## src/rtl/uart_pkg.sv

```systemverilog
// Shared UART definitions: state encodings and default bit timing.
// Used by the transmitter and by the byte sequencer that drives it.
package uart_pkg;

    localparam int CLKS_PER_BIT_DEFAULT = 434;

    typedef enum logic [3:0] {
        IDLE  = 4'd0,
        START = 4'd1,
        DATA  = 4'd2,
        STOP  = 4'd3,
        HOLD  = 4'd9
    } uart_state_t;

endpackage

```

## src/rtl/uart_baud_gen.sv

```systemverilog
// Baud timer: bit_end pulses for one cycle every CLKS_PER_BIT cycles.
// A clear restarts the count so the next pulse lands a full bit period later.
module uart_baud_gen #(
    parameter int CLKS_PER_BIT = 434
) (
    input  logic clk,
    input  logic rst,
    input  logic clear,
    output logic bit_end
);

    localparam int CW = (CLKS_PER_BIT > 1) ? $clog2(CLKS_PER_BIT) : 1;
    localparam logic [CW-1:0] LAST = CW'(CLKS_PER_BIT - 1);

    logic [CW-1:0] cnt;

    // Wrapping on the terminal count itself keeps every bit exactly CLKS_PER_BIT long.
    always_ff @(posedge clk or posedge rst) begin
        if (rst) begin
            cnt <= '0;
        end else if (clear || cnt == LAST) begin
            cnt <= '0;
        end else begin
            cnt <= cnt + CW'(1);
        end
    end

    assign bit_end = (cnt == LAST) && !clear;

endmodule

```

## src/rtl/uart_tx.sv

```systemverilog
// 8N1 UART transmitter with a level send / done handshake toward the sequencer.
// txd and uart_send_done are registered; reset forces the line idle without a clock.
module uart_tx
    import uart_pkg::*;
#(
    parameter int CLKS_PER_BIT = CLKS_PER_BIT_DEFAULT
) (
    input  logic       clk,
    input  logic       rst,
    input  logic       uart_send,
    input  logic [7:0] send_data,
    output logic       txd,
    output logic       uart_send_done,
    output logic [3:0] uart_send_sta
);

    uart_state_t state;
    logic [7:0]  shreg;
    logic [2:0]  idx;
    logic        bit_end;
    logic        accept;

    assign accept = (state == IDLE) && uart_send;

    uart_baud_gen #(
        .CLKS_PER_BIT(CLKS_PER_BIT)
    ) u_baud (
        .clk    (clk),
        .rst    (rst),
        .clear  (accept),
        .bit_end(bit_end)
    );

    always_ff @(posedge clk or posedge rst) begin
        if (rst) begin
            state          <= IDLE;
            shreg          <= '0;
            idx            <= '0;
            txd            <= 1'b1;
            uart_send_done <= 1'b0;
        end else begin
            case (state)
                IDLE: begin
                    txd            <= 1'b1;
                    uart_send_done <= 1'b0;
                    if (uart_send) begin
                        shreg <= send_data;
                        idx   <= '0;
                        txd   <= 1'b0;
                        state <= START;
                    end
                end
                START: begin
                    if (bit_end) begin
                        txd   <= shreg[0];
                        idx   <= '0;
                        state <= DATA;
                    end
                end
                DATA: begin
                    // shreg[0] is the bit on the line; shifting exposes the next one.
                    if (bit_end) begin
                        if (idx == 3'd7) begin
                            txd   <= 1'b1;
                            state <= STOP;
                        end else begin
                            txd   <= shreg[1];
                            shreg <= shreg >> 1;
                            idx   <= idx + 3'd1;
                        end
                    end
                end
                STOP: begin
                    if (bit_end) begin
                        txd            <= 1'b1;
                        uart_send_done <= 1'b1;
                        state          <= HOLD;
                    end
                end
                HOLD: begin
                    txd <= 1'b1;
                    if (!uart_send) begin
                        uart_send_done <= 1'b0;
                        state          <= IDLE;
                    end
                end
                default: begin
                    txd            <= 1'b1;
                    uart_send_done <= 1'b0;
                    state          <= IDLE;
                end
            endcase
        end
    end

    assign uart_send_sta = state;

endmodule

```

## config.mk

```make
export PLATFORM = sky130hd
export DESIGN_NAME = uart_tx
export DESIGN_NICKNAME = d
export VERILOG_FILES = /design/src/rtl/uart_pkg.sv /design/src/rtl/uart_baud_gen.sv /design/src/rtl/uart_tx.sv
export SDC_FILE = /design/constraint.sdc
export NUM_CORES = 1
export LEC_CHECK = 0
export CORE_ASPECT_RATIO = 1.75
export CORE_MARGIN = 3
export CORE_UTILIZATION = 53
export CTS_CLUSTER_SIZE = 28
export DETAILED_ROUTE_END_ITERATION = 10
export PLACE_DENSITY = 0.77
export SLEW_MARGIN = 10
export SYNTH_ARGS = -nofsm -noshare
export SYNTH_HDL_FRONTEND = slang
export SYNTH_SLANG_ARGS = --single-unit
```

## constraint.sdc

```tcl
create_clock -name clk -period 4.2 [get_ports clk]
set_input_delay 0.63 -clock clk [delete_from_list [all_inputs] [get_ports clk]]
set_output_delay 0.63 -clock clk [all_outputs]
set_load 0.02 [all_outputs]
```

* Word-level counts from Yosys, hierarchy flattened
Cells that the tools add are included.
** Word-level totals
- Register bits :: 26
- Bits in latches :: 0
- Bits in writable memories :: 0
- Memory bits (read-only) :: 0
- Output and inout bits :: 6
- Memories kept :: 0
** Cells by class
- Add/subtract/negate cells :: 2
- Multipliers :: 0
- Div/mod/pow operators :: 0
- Order comparisons :: 0
- Equality and inequality tests :: 13
- Shift-type cells :: 0
- Multiplexer cells :: 25
- Bitwise operators :: 1
- Reductions and logical operators :: 13
** Operators by type and width (number)
- 4-bit two-way mux :: 6
- 8-bit two-way mux :: 3
- 4-bit one-hot mux with 5 select lines :: 1
- 8-bit one-hot mux with 2 select lines :: 1
- 2-bit inequality test, second input constant :: 7
- 3-bit two-way mux :: 4
- 9-bit by 1-bit adder with 9-bit output, second input constant :: 1
- 9-bit equality test, second input constant :: 1
- 9-bit two-way mux :: 1
- 3-bit one-hot mux with 3 select lines :: 1
- 4-bit by 2-bit equality test with 1-bit output, second input constant :: 2
- 1-bit two-way mux :: 6
- 3-bit AND reduction :: 2
- 6-bit AND reduction :: 1
- 5-bit AND reduction :: 1
- 4-bit by 1-bit equality test with 1-bit output, second input constant :: 1
- 4-bit equality test, second input constant :: 1
- 4-bit logical NOT :: 1
- 1-bit one-hot mux with 4 select lines :: 1
- 4-bit AND reduction :: 1
- 3-bit by 1-bit adder with 3-bit output, second input constant :: 1
- 3-bit equality test, second input constant :: 1
- 1-bit one-hot mux with 3 select lines :: 1
- 3-bit nonzero test :: 1
- other kinds (6) :: 7

* Longest topological paths before layout
- Depth after elaboration :: 6
- Mapped depth :: 6

* Cells and area by module
From an unflattened synthesis, not the netlist that was laid out.
** Unflattened totals
- Cells, all modules :: 138
- Area total of the unflattened synthesis :: 1440.1 µm²
** Modules (own cells, without submodules)
- uart_tx :: times used 1, cells each 89, area an instance 949.7 µm², sequential area each 401.6 µm²
- uart_baud_gen :: times used 1, cells each 49, area an instance 490.5 µm², sequential area each 225.2 µm²

* Least setup slack after synthesis
OpenSTA, ideal clock, no wires.
- Path kind :: flip-flop to flip-flop
- Start :: register u_baud.cnt[1]
- End :: register shreg[0]
- Setup time :: 125 ps
- Arrival :: 1809 ps
- Data required time :: 4075 ps
- Path slack :: 2267 ps
- Cell stages (with the launch flop) :: 7
- Clock period less this slack :: 1933 ps
- Cells stage by stage :: dfrtp_1 -> inv_1 -> ha_1 -> and4b_2 -> nand2_4 -> o41ai_4 -> mux2_2
** Between the ends
- Longest elaborated chain between the ends :: 4
** RTL lines
- start: declaration :: line uart_baud_gen.sv:15 : logic [CW-1:0] cnt;
- start signal: assignment :: line uart_baud_gen.sv:24 : cnt <= cnt + CW'(1);
- 9-bit equality test :: line uart_baud_gen.sv:28 : assign bit_end = (cnt == LAST) && !clear;
- 1-bit logical AND :: line uart_baud_gen.sv:28
- 2-bit inequality test (no line)
- 4-bit AND reduction (no line)
- end signal: assignment :: line uart_tx.sv:47 : shreg <= send_data;
- end signal: assignment :: line uart_tx.sv:68 : shreg <= shreg >> 1;
- end: declaration :: line uart_tx.sv:18 : logic [7:0] shreg;
Every way passes these cells.
A chain may end at the register's enable or synchronous reset.

* Worst setup path after layout
- Start :: register state[1], in the netlist uart_send_sta[1]
- End :: output port uart_send_sta[1]
** RTL lines
- start: declaration :: line uart_tx.sv:17 : uart_state_t state;
- start signal: assignment :: line uart_tx.sv:36 : state <= IDLE;
- start signal: assignment :: line uart_tx.sv:50 : state <= START;
- start signal: assignment :: line uart_tx.sv:57 : state <= DATA;
- end: declaration :: line uart_tx.sv:14 : output logic [3:0] uart_send_sta
No word-level cell between the ends.

==> results.py <==
metrics = {
    "final_layout": {
        "n_antenna_cell": 0,
        "area_growth_pct": 15.6,
        "utilization_pct": 65.9,
        "multi_input_area_sq_um": 657,
        "fillCellCount": 176,
        "final_area_sq_um": 1540,
        "fin_nets": 153,
        "drive_gt1_share_pct": 18.2,
        "ff_latch_area_sq_um": 627,
    },
    "critical_path": {
        "cpPeakStageDelay_ns": 0.69,
        "cp_data_arrival_time_ns": 1.58,
        "crit_chain": "clkdlybuf4s50_1",
        "cp_num_buf_inv": 1,
        "critical_path_class": "flip-flop to output pin",
        "required_ns": 3.57,
        "endpoint_kind": "output pin",
        "crit_fanout": 15,
        "startpoint_type": "flip-flop",
        "cp_slowest_cell": "clkdlybuf4s50_1",
        "path_delay_family": "buffers and inverters",
    },
    "timing": {
        "drv_slew": 0,
        "rsz0062_at_grt": "no",
        "setup-tns-final_ns": 0,
        "fin_crit_ns": 2.21,
        "post-route-period-util_pct": 52.6,
        "tightest_slew_ns": 0.943,
        "max_freq_ghz": 0.453,
        "fin_skew_ns": 0.00197,
        "slew_headroom_pct": 37.1,
        "setup_violations": 0,
        "hold_violations": 0,
    },
    "synth": {
        "synthDominantCellAreaShare_pct": 45.2,
        "syn_inst": 122,
        "synthAdderAreaFrac_pct": 3.77,
        "synth_edf_count": 0,
        "synth_area_leaders": "dfrtp_1 (45%), mux2_2 (14%), nor2_1 (5.1%), xnor2_1 (4.6%), ha_1 (3.8%)",
        "ys_seq_elements": 25,
        "synth_top_family_by_area": "simple AND/OR/NAND/NOR gates",
        "muxShareOfSynthArea_pct": 15.2,
        "synthesis.nets": 137,
        "yosysTopAreaCell": "dfrtp_1",
        "yosysMostFrequentCell": "dfrtp_1",
        "synth_xor_area_share_pct": 5.93,
        "synth-async-reset-ratio_pct": 100,
        "synthTopCellsByCount": "dfrtp_1 (24), nor2_1 (18), mux2_2 (17)",
        "yosysSeqAreaShare_pct": 47.2,
        "yosys_warnings": 0,
        "ys.flop_type": "dfrtp_1",
        "yosysUniqueCellTypes": 35,
        "syn_area_sq_um": 1330,
        "synth_compound_area_share_pct": 9.13,
        "synth_area_per_cell_sq_um": 10.9,
        "synth-simple-area-share_pct": 15.2,
    },
    "clock_network": {
        "cts_htree_levels": 1,
        "cts_tree": "built",
        "clk_pin_slew_ns": 0.08,
        "cts_buffers": 3,
        "cts.repair.resized": 0,
        "numClockSinks": 25,
        "cts-root-buf": "clkbuf_8",
        "post_cts_buffers": 0,
        "cts.path.max_buffers": 2,
        "clk-insertion-delay-late_ns": 0.26,
        "hold_buffers": 0,
    },
    "power": {
        "comb_power_share_pct": 28.3,
        "pwr-share-clk_pct": 18.8,
        "powerDensity_nw_per_um2": 479,
        "power_uw": 736,
        "switching_share_pct": 31.0,
        "p_int_uw": 508,
        "p_sw_uw": 228,
        "pwr-share-seq_pct": 52.8,
        "ir_drop_mv": 0.394,
        "leakagePower_nw": 0.719,
    },
    "global_route": {
        "antenna_found_initial": 0,
        "grt_pass1_vias": 954,
        "overflow": 0,
        "grt_max_degree": 26,
        "grt_pass1_wl_um": 4240,
        "groute.usage.overall_pct": 17.5,
    },
    "routing": {
        "dr.pass1.iters": 4,
        "drt-vias-per-instance": 5.75,
        "wl_um": 2330,
        "drtIter0Drc": 30,
        "num_vias": 932,
        "postRouteAntennaNets": 0,
        "wire_per_inst_um": 14.4,
        "drc": 0,
    },
    "floorplan": {
        "die_y_um": 72.2,
        "coreArea_sq_um": 2330,
        "num_rows": 23,
        "ios": 17,
        "die-area_sq_um": 3170,
        "fp.dieW_um": 43.9,
        "initial_core_util_pct": 57.0,
    },
    "hold_path": {
        "hold_path.class": "flip-flop to flip-flop",
    },
    "run_status": {
        "outcome": "finished clean",
    },
    "placed_design": {
        "portBuffers": 15,
        "place.gp.congestion": 0.862,
        "dp_hpwl_um": 1790,
        "placed_cell_area_sq_um": 1490,
    },
    "run": {
        "drv_cap": 0,
    },
}
[layout by cell type (no fill, tap or decap), types with 2 or more instances in the layout]
cell type	count
xnor2_1	7
clkdlybuf4s50_1	15
nor2_1	18
ha_1	4
inv_1	7
clkbuf_8	3
nand2_1	6
nand3_1	6
o21ai_0	2
xor2_1	2
a31oi_1	2
dfrtp_1	24
mux2_2	17
and3_1	2
[flip-flops by register name, indices dropped and copies added (netlist names)]
register	flops
uart_send_done	1
shreg	8
uart_send_sta	3
u_baud.cnt	9
txd	1
idx	3
[final timing paths]
check,startpoint,endpoint,slack (ns),cells after the start
hold / removal,idx[2],idx[2],0.52,1
min in group asynchronous,rst,shreg[3],0.88,2
hold reg to reg,idx[2],idx[2],0.52,1
setup reg to reg,u_baud.cnt[1],shreg[3],2.06,6
max in group asynchronous,rst,uart_send_done,2.75,2
setup / recovery,uart_send_sta[1],uart_send_sta[1],1.99,1
[final cells by class]
class | count | area share, %
clock buffers | 4 | 2.93
inverters | 7 | 1.71
multi-input cells | 86 | 42.8
flip-flops and latches | 25 | 40.8
well taps | 25 | 2.04
repair buffers | 15 | 9.77
[power groups by stage]
stage	sequential [mW]	clock [mW]	combinational (mW)
4_1_cts	0.389	0.145	0.212
3_5_place_dp	0.394	0	0.211
3_3_place_gp	0.387	0	0.203
2_1_floorplan	0.385	0	0.148
6_report	0.389	0.139	0.209
5_1_grt	0.400	0.151	0.238
[routing by layer]
layer	vias to the layer above	GRT usage, %	part of all wire [%]
met1	460	20.4	41
met3	4	2.23	2.0
met2	16	31.7	55
li1	452	-	-
met4	0	6.04	1.2
met5	-	0	0
[per-stage QoR]
stage          cells  hold slack (ns)  worst slack, ns
2_1_floorplan    122            0.477             2.27
3_3_place_gp     158            0.485             2.01
3_5_place_dp     158            0.499             1.96
4_1_cts          162            0.522             1.99
5_1_grt          162            0.536             1.93
6_report         162            0.519             1.99
[kinds of logic after synthesis]
logic type | Yosys count
simple gates | 40
flops | 25
mux | 18
compound gates | 14
buf+inv | 11
xor+xnor | 9
fa+ha+maj | 4
other cells | 1
No activity file was read; power rests on OpenSTA's default activity.
